`src/rtl/signal_pkg.sv`:
```
// Shared definitions for the approach-warning signal beacon: phase encodings,
// field widths and small helpers used by the phase sequencer.
package signal_pkg;

    localparam int FRAME_BITS = 8;
    localparam int TIME_W     = 6;

    typedef enum logic [1:0] {
        IDLE   = 2'd0,
        GREEN  = 2'd1,
        YELLOW = 2'd2,
        RED    = 2'd3
    } phase_e;

    // A zero duration would never count down, so it is treated as one second.
    function automatic logic [TIME_W-1:0] load_time(input logic [TIME_W-1:0] t);
        return (t == '0) ? TIME_W'(1) : t;
    endfunction

    function automatic phase_e next_phase(input phase_e p);
        case (p)
            GREEN:   return YELLOW;
            YELLOW:  return RED;
            default: return GREEN;
        endcase
    endfunction

endpackage

```
`src/rtl/uart_tx_byte.sv`:
```
// 8N1 serial transmitter: start bit, eight data bits LSB first, stop bit.
// A new frame may be accepted on the last stop-bit cycle for back-to-back output.
module uart_tx_byte
    import signal_pkg::*;
#(
    parameter int CLK_PER_BIT = 434
) (
    input  logic                  clock,
    input  logic                  reset,
    input  logic                  start_i,
    input  logic [FRAME_BITS-1:0] data_i,
    output logic                  ready_o,
    output logic                  tx_o,
    output logic                  busy_o
);

    localparam int              CNT_W    = $clog2(CLK_PER_BIT);
    localparam logic [CNT_W-1:0] CNT_MAX = CNT_W'(CLK_PER_BIT - 1);
    localparam int              SH_W     = FRAME_BITS + 2;
    localparam logic [3:0]      LAST_IDX = 4'(SH_W - 1);

    logic [CNT_W-1:0] cnt_q, cnt_d;
    logic [3:0]       idx_q, idx_d;
    logic [SH_W-1:0]  sh_q, sh_d;
    logic             busy_q, busy_d;
    logic             tx_q, tx_d;
    logic             bit_end, frame_end;

    assign bit_end   = busy_q && (cnt_q == CNT_MAX);
    assign frame_end = bit_end && (idx_q == LAST_IDX);
    assign ready_o   = !busy_q || frame_end;

    always_comb begin
        cnt_d  = cnt_q;
        idx_d  = idx_q;
        sh_d   = sh_q;
        busy_d = busy_q;
        if (start_i && ready_o) begin
            busy_d = 1'b1;
            sh_d   = {1'b1, data_i, 1'b0};
            cnt_d  = '0;
            idx_d  = '0;
        end else if (busy_q) begin
            if (bit_end) begin
                cnt_d = '0;
                if (idx_q == LAST_IDX) begin
                    busy_d = 1'b0;
                end else begin
                    idx_d = idx_q + 4'd1;
                    sh_d  = {1'b1, sh_q[SH_W-1:1]};
                end
            end else begin
                cnt_d = cnt_q + 1'b1;
            end
        end
        tx_d = busy_d ? sh_d[0] : 1'b1;
    end

    always_ff @(posedge clock) begin
        if (reset) begin
            cnt_q  <= '0;
            idx_q  <= '0;
            sh_q   <= '1;
            busy_q <= 1'b0;
            tx_q   <= 1'b1;
        end else begin
            cnt_q  <= cnt_d;
            idx_q  <= idx_d;
            sh_q   <= sh_d;
            busy_q <= busy_d;
            tx_q   <= tx_d;
        end
    end

    assign tx_o   = tx_q;
    assign busy_o = busy_q;

endmodule

```
`src/rtl/signal_beacon_tx.sv`:
```
// Signal-side beacon: sequences GREEN/YELLOW/RED from programmable durations and
// broadcasts the seconds remaining as a parallel strobe and a serial frame.
module signal_beacon_tx
    import signal_pkg::*;
#(
    parameter int CLK_PER_SEC = 50000000,
    parameter int CLK_PER_BIT = 434,
    parameter int RESYNC_SEC  = 5
) (
    input  logic              clock,
    input  logic              reset,
    input  logic              enable,
    input  logic [TIME_W-1:0] green_time,
    input  logic [TIME_W-1:0] yellow_time,
    input  logic [TIME_W-1:0] red_time,
    output logic [1:0]        phase,
    output logic [TIME_W-1:0] remaining,
    output logic              seconds_tick,
    output logic              valid_data,
    output logic [TIME_W-1:0] data_out,
    output logic              tx_serial,
    output logic              tx_busy
);

    localparam int               DIV_W   = $clog2(CLK_PER_SEC);
    localparam logic [DIV_W-1:0] DIV_MAX = DIV_W'(CLK_PER_SEC - 1);
    localparam logic [7:0]       RS_TGT  = 8'(RESYNC_SEC);
    localparam bit               RS_ON   = (RESYNC_SEC != 0);

    phase_e              phase_q, phase_d, nxt;
    logic [TIME_W-1:0]   rem_q, rem_d, entry_t;
    logic [DIV_W-1:0]    div_q, div_d;
    logic [7:0]          sec_q, sec_d, sec_inc;
    logic                tick_q, tick_d;
    logic                vld_q, vld_d;
    logic [TIME_W-1:0]   dout_q, dout_d;

    logic                  pend_vld_q, pend_vld_d;
    logic [FRAME_BITS-1:0] pend_data_q, pend_data_d;
    logic [FRAME_BITS-1:0] post_frame, tx_data;
    logic                  tx_ready, tx_start;

    always_comb begin
        nxt = next_phase(phase_q);
        case (nxt)
            YELLOW:  entry_t = yellow_time;
            RED:     entry_t = red_time;
            default: entry_t = green_time;
        endcase
    end

    always_comb begin
        phase_d = phase_q;
        rem_d   = rem_q;
        div_d   = div_q;
        sec_d   = sec_q;
        tick_d  = 1'b0;
        vld_d   = 1'b0;
        dout_d  = dout_q;
        sec_inc = sec_q + 8'd1;
        if (phase_q == IDLE) begin
            if (enable) begin
                phase_d = nxt;
                rem_d   = load_time(entry_t);
                div_d   = '0;
                sec_d   = '0;
                vld_d   = 1'b1;
                dout_d  = rem_d;
            end
        end else begin
            if (enable) begin
                if (div_q == DIV_MAX) begin
                    div_d  = '0;
                    tick_d = 1'b1;
                end else begin
                    div_d = div_q + 1'b1;
                end
            end
            // A tick is only ever raised while enabled, so it is always consumed
            // to keep the broadcast countdown in step with the receiver.
            if (tick_q) begin
                if (rem_q > TIME_W'(1)) begin
                    rem_d = rem_q - 1'b1;
                    if (RS_ON && (sec_inc == RS_TGT)) begin
                        sec_d  = '0;
                        vld_d  = 1'b1;
                        dout_d = rem_d;
                    end else begin
                        sec_d = sec_inc;
                    end
                end else begin
                    phase_d = nxt;
                    rem_d   = load_time(entry_t);
                    sec_d   = '0;
                    vld_d   = 1'b1;
                    dout_d  = rem_d;
                end
            end
        end
    end

    always_ff @(posedge clock) begin
        if (reset) begin
            phase_q <= IDLE;
            rem_q   <= '0;
            div_q   <= '0;
            sec_q   <= '0;
            tick_q  <= 1'b0;
            vld_q   <= 1'b0;
            dout_q  <= '0;
        end else begin
            phase_q <= phase_d;
            rem_q   <= rem_d;
            div_q   <= div_d;
            sec_q   <= sec_d;
            tick_q  <= tick_d;
            vld_q   <= vld_d;
            dout_q  <= dout_d;
        end
    end

    // A broadcast posts a frame; a busy line parks it, keeping only the latest.
    assign post_frame = {phase_q, rem_q};
    assign tx_start   = tx_ready && (vld_q || pend_vld_q);
    assign tx_data    = vld_q ? post_frame : pend_data_q;

    always_comb begin
        pend_vld_d  = pend_vld_q;
        pend_data_d = pend_data_q;
        if (vld_q && !tx_ready) begin
            pend_vld_d  = 1'b1;
            pend_data_d = post_frame;
        end else if (tx_start) begin
            pend_vld_d = 1'b0;
        end
    end

    always_ff @(posedge clock) begin
        if (reset) begin
            pend_vld_q  <= 1'b0;
            pend_data_q <= '0;
        end else begin
            pend_vld_q  <= pend_vld_d;
            pend_data_q <= pend_data_d;
        end
    end

    uart_tx_byte #(
        .CLK_PER_BIT(CLK_PER_BIT)
    ) u_uart (
        .clock  (clock),
        .reset  (reset),
        .start_i(tx_start),
        .data_i (tx_data),
        .ready_o(tx_ready),
        .tx_o   (tx_serial),
        .busy_o (tx_busy)
    );

    assign phase        = phase_q;
    assign remaining    = rem_q;
    assign seconds_tick = tick_q;
    assign valid_data   = vld_q;
    assign data_out     = dout_q;

endmodule

```
`config.mk`:
```
export PLATFORM = sky130hd
export DESIGN_NAME = signal_beacon_tx
export DESIGN_NICKNAME = d
export VERILOG_FILES = /design/src/rtl/signal_pkg.sv /design/src/rtl/uart_tx_byte.sv /design/src/rtl/signal_beacon_tx.sv
export SDC_FILE = /design/constraint.sdc
export NUM_CORES = 1
export LEC_CHECK = 0
export BUFFER_PORTS_ARGS = -buffer_cell sky130_fd_sc_hd__buf_2
export CORE_MARGIN = 5
export CORE_UTILIZATION = 55
export CTS_BUF_LIST = sky130_fd_sc_hd__clkbuf_8
export DETAILED_ROUTE_END_ITERATION = 7
export MAX_ROUTING_LAYER = met4
export PLACE_DENSITY = 0.78
export RECOVER_POWER = 100
export SLEW_MARGIN = 20
export SYNTH_ARGS = -nofsm -noshare
export SYNTH_HDL_FRONTEND = slang
export SYNTH_SLANG_ARGS = --single-unit
```
`constraint.sdc`:
```
create_clock -name clock -period 2.27 [get_ports clock]
set_clock_uncertainty 0.1 [all_clocks]
set_input_delay 0.454 -clock clock [delete_from_list [all_inputs] [get_ports clock]]
set_output_delay 0.454 -clock clock [all_outputs]
set_load 0.05 [all_outputs]
```
Word-level counts from Yosys, hierarchy flattened --
Index checks and enable logic that the tools add are counted. W data, S select, Z words.
Storage, ports and cells: register bits after elaboration 83, input port bits 21, word-level logic and storage cells 101
Cells by class: add/subtract/negate cells 5, $lt $le $gt $ge 1, equal/unequal tests 12, multiplexer cells 42, bitwise gates (word level) 3, reductions and logical operators 23
Operator list (count):
- $mux W26 | 4
- $mux W6 | 9
- $mux W8 | 6
- $mux W9 | 5
- $add A26 B1 Y26 const B | 1
- $eq A26 B26 Y1 const B | 1
- $mux W1 | 12
- $pmux W6 S2 | 1
- $reduce_and A3 Y1 | 4
- $add A9 B1 Y9 const B | 1
- $eq A9 B9 Y1 const B | 1
- $add A8 B1 Y8 const B | 1
- $eq A8 B3 Y1 const B | 1
- $mux W2 | 4
- $reduce_bool A2 Y1 | 4
- $eq A2 B2 Y1 const B | 3
- $gt A6 B1 Y1 const B | 1
- $logic_not A6 Y1 | 1
- $ne A2 B2 Y1 const B | 3
- $sub A6 B1 Y6 const B | 1
- $logic_and A1 B1 Y1 | 5
- $add A4 B1 Y4 const B | 1
- $eq A4 B4 Y1 const B | 1
- $pmux W2 S2 | 1
- other kinds (9) | 14

Longest topological paths before layout --
depth after elaboration 9, mapped depth 9, mapped depth without buffers 7

Cells and area by module --
From an unflattened synthesis, not the netlist that was laid out.
Second synthesis, totals: cell total of the unflattened synthesis 516, area total of the unflattened synthesis 4307.9 um2
By module, submodules not included:
- signal_beacon_tx | times used 1, cells each 378, area an instance 3091.7 um2
- uart_tx_byte | times used 1, cells each 138, area an instance 1216.2 um2

Least setup slack after synthesis --
OpenSTA, ideal clock, no wires.
path type register to register, from reg rem_q[0] (netlist: remaining[0]), to reg dout_q[3] (netlist: data_out[3]), arrival 2.373 ns, slack -0.320 ns, stages on the path, launching flop included 8, buffers on the path 1, clock period less this slack 2.590 ns, path through dfxtp_1 > inv_1 > ha_1 > or2_2 > a21oi_1 > buf_2 > mux2_2 > a22o_1
On the way: longest elaborated chain between the ends 5, elaborated cells on any way between the ends 8, classes of those cells 1 x add/sub; 1 x order compare; 1 x eq/ne; 4 x mux; 1 x reduce/logical
RTL lines:
- start, declared | line signal_beacon_tx.sv:31 | logic [TIME_W-1:0] rem_q, rem_d, entry_t;
- start signal, assigned | line signal_beacon_tx.sv:113 | rem_q <= rem_d;
- $sub A6 B1 Y6 | line signal_beacon_tx.sv:83 | rem_d = rem_q - 1'b1;
- $mux W6 | line signal_beacon_tx.sv:84 | if (RS_ON && (sec_inc == RS_TGT)) begin
- $mux W6 | line signal_beacon_tx.sv:82 | if (rem_q > TIME_W'(1)) begin
- $mux W6 | line signal_beacon_tx.sv:81 | if (tick_q) begin
- $mux W6 | line signal_beacon_tx.sv:61 | if (phase_q == IDLE) begin
- end signal, assigned | line signal_beacon_tx.sv:118 | dout_q <= dout_d;
- end, declared | line signal_beacon_tx.sv:36 | logic [TIME_W-1:0] dout_q, dout_d;
Several ways; a longest one is shown, not always the timed one. The select of a mux whose other input is x is not followed. A chain may end at the register's enable or synchronous reset.

Worst setup path in the final report --
from reg sec_q[0], to reg dout_q[5] (netlist: data_out[5])
On the way: longest elaborated chain between the ends 4
RTL lines:
- start, declared | line signal_beacon_tx.sv:33 | logic [7:0] sec_q, sec_d, sec_inc;
- start signal, assigned | line signal_beacon_tx.sv:107 | sec_q <= '0;
- start signal, assigned | line signal_beacon_tx.sv:115 | sec_q <= sec_d;
- $add A8 B1 Y8 | line signal_beacon_tx.sv:60 | sec_inc = sec_q + 8'd1;
- $eq A8 B3 Y1 | line signal_beacon_tx.sv:84
- $ne A3 B2 Y1 (no source line)
- $reduce_and A3 Y1 (no source line)
No other way between the ends.

==> results.md <==
- Status: complete, no violations
- Post-synth EDFFs: 0
- Layout cells sized above 1: 0.135
- Initial core utilization: 0.561
- Crit start category: register
- Synth warn: 0
- Number of global-route vias before repair: 3,296
- End of the worst register-to-register path: data_out[5]
- CTS Buf Count: 9
- Endpoint class of the critical path: register
- Commonest register cell after synthesis: dfxtp_1
- Row count: 31
- # H-tree levels: 3
- Slew Viols, Final: 0
- RSZ-0062 raised after global routing: no
- Area Growth Syn to Fin: 14.6%
- Worst reg-to-reg path cell count: 7
- Cell taking the most area after synthesis: dfxtp_1
- Number of fill cells: 636
- Worst skew pair latency: 0.35 ns
- GRT overflow: 0
- CP max stage delay: 0.51 ns
- CTS hold repair buffers: 0
- Port buffer count: 38
- TNS Setup: 0 ns
- Clock root cell: clkbuf_8
- DRT iter0 DRCs: 201
- CP max FO: 6
- Design Area, Final: 4640 um2
- Post-DP HPWL: 6430 um
- Post-DP Area: 4430 um2
- Leading post-synthesis cells by cell area: dfxtp_1 41%, nor2_1 7.0%, xnor2_1 5.6%
- I/O Pins: 39
- Area fraction of the dominant cell type after synthesis: 0.411
- Post-CTS setup buffers: 0
- Antenna violations before repair: 0
- Largest net degree at the start of global routing: 33
- Final WS setup: 0.117 ns
- Max-slew headroom: 0.553
- Actual slew at the worst max-slew pin: 0.674 ns
- Netlist cell types: 54
- Multi-input logic area: 2270 um2
- Final antenna-violating net count: 0
- Clock Path Buffers: 2
- Crit path max-delay family: compound AO/OA/AOI/OAI gates
- Hold Fails Final Rpt: 0
- Post-synthesis sequential area ratio: 0.411
- Worst-path clk slew: 0.09 ns
- Total core area: 7210 um2
- Setup WS pre-CTS: 0.0388 ns
- R2R Setup Slk: 0.12 ns
- Reg2Reg Launch Point: sec_q[0]
- Vias: 3,449
- Synth Area in XOR/XNOR: 0.0822
- Hold Crit Start: data_out[0]
- First-pass GRT wire length: 15,200 um
- Kind of critical path: register to register
- Mean Syn Cell Area: 8.69 um2
- Worst-path cell chain: inv_1 > ha_1 > or4b_1 > a211o_1 > a211o_1 > inv_2 > a22o_1
- Largest family of logic cells by synthesized area: simple AND/OR/NAND/NOR gates
- Hold Path Class: register to register
- Yosys reg bits: 83
- Drt total wl: 8850 um
- Critical Path RT: 2.47 ns
- CP bufs+invs: 2
- Synth Instances: 466
- CP max-delay cell: or4b_1
- Worst Hold Path EP: data_out[0]
- Resized cells post-CTS: 0
- Fmax: 464 MHz
- Pwr/cell area: 985 nW/um2
- CTS tree: yes
- WP data arrival: 2.36 ns
- Top cells by instance count after synthesis: 83 x dfxtp_1, 75 x nor2_1, 32 x nand2_1
- Compound-Gate Fraction of Synth Area: 0.132
- Cell mode on critical path: a211o_1
- Multiplexer share of the synthesized area: 0.0643
- Drt drc: 0
- Static Leak: 1.76 nW
- Die H: 95.8 um
- RePlAce Congestion: 0.931
- Clock sink total: 83
- Worst IR drop on VDD: 0.000727 V
- Router iterations before antenna repair: 4
- Storage cell area: 1680 um2
- Die width: 95.8 um
- Syn Nets: 499
- Ys async rst share: 0
- Die area: 9170 um2
- Total of max-cap violations: 0
- Mapped Area: 4050 um2
- Hold depth: 1
- Wirelength per Cell: 14.3 um
- Period Utilization, post-route: 0.948
- Synth Area in Adders: 0.0371
- Antenna fix cells: 0
- Total Routing Usage GR: 0.213
- Nets: 547
- # setup viols final: 0
- Min Tclk post-route: 2.15 ns
- Share of synthesized cell area in and, or, nand and nor gates: 0.234
- Top-count cell post-synth: dfxtp_1
- Avg Vias per Cell: 5.58
-- flip-flops by register name (all words and copies together), names as in the netlist, 2 cells and up --
signal        flops
sec_q             8
u_uart.sh_q       9
data_out          6
remaining         6
pend_data_q       8
div_q            26
u_uart.idx_q      4
u_uart.cnt_q      9
phase             2
-- metal layers --
layer,part of all wire,vias up,track usage
met5,0,-,-
met4,0.018,0,0.0770
met3,0.026,14,0.0360
met2,0.49,47,0.356
met1,0.47,1657,0.258
li1,-,1731,-
-- area by class of cell --
type                       count  area share
clock buffer                   9      0.0267
clock inverter                 7      0.0143
inverter                      25      0.0202
multi-input combinational    341       0.490
sequential                    83       0.361
tap                           99      0.0267
timing repair buffer          54      0.0607
-- report_power, final --
| part | switching (W) | internal, W | leakage, nW |
|---|---|---|---|
| clock | 0.000545 | 0.000507 | 0.105 |
| combinational | 0.00114 | 0.000592 | 0.983 |
| sequential | 0.000159 | 0.00162 | 0.676 |
| total | 0.00184 | 0.00272 | 1.76 |
-- worst max path at each step --
stage,start,endpoint,depth (start not counted)
4_1_cts,remaining[0],remaining[0],7
5_1_grt,sec_q[1],data_out[4],6
3_5_place_dp,remaining[0],data_out[0],7
3_3_place_gp,remaining[0],data_out[0],7
2_1_floorplan,u_uart.idx_q[1],u_uart.sh_q[0],8
6_report,sec_q[0],data_out[5],7
-- stage by stage --
stage                      util  power (W)  hold slack (ns)  std cells
final                     0.643    0.00457            0.371        618
after global routing      0.643    0.00482            0.401        618
after CTS                 0.640    0.00456            0.371        618
after detailed placement  0.614    0.00351            0.350        602
after global placement    0.614    0.00347            0.351        602
after floorplan               -    0.00303            0.344        466
-- layout by cell type (no fill, tap or decap), types with 6 or more instances in the layout --
cell type   n
nand3_1    13
and3_1      6
a22oi_1     6
nand4_1    10
o21ai_0     6
xnor2_1    26
o221ai_1    7
a22o_1      6
dfxtp_1    78
buf_4      14
nor3_1     12
xor2_1     12
and4_1      7
clkbuf_1   19
clkbuf_8    9
mux2i_1    20
inv_1      25
a21oi_1    25
nor2_1     75
nand2_1    32
buf_2      20
ha_1       12
-- kinds of logic after synthesis --
family | after synthesis
xor gates and xnor gates | 38
and+or+nand+nor | 189
DFF | 83
adders and majority gates | 12
buffers and inverters | 42
muxes | 25
AOI/OAI and AO/OA | 77
Note: power is estimated with default switching activity, not from simulation.
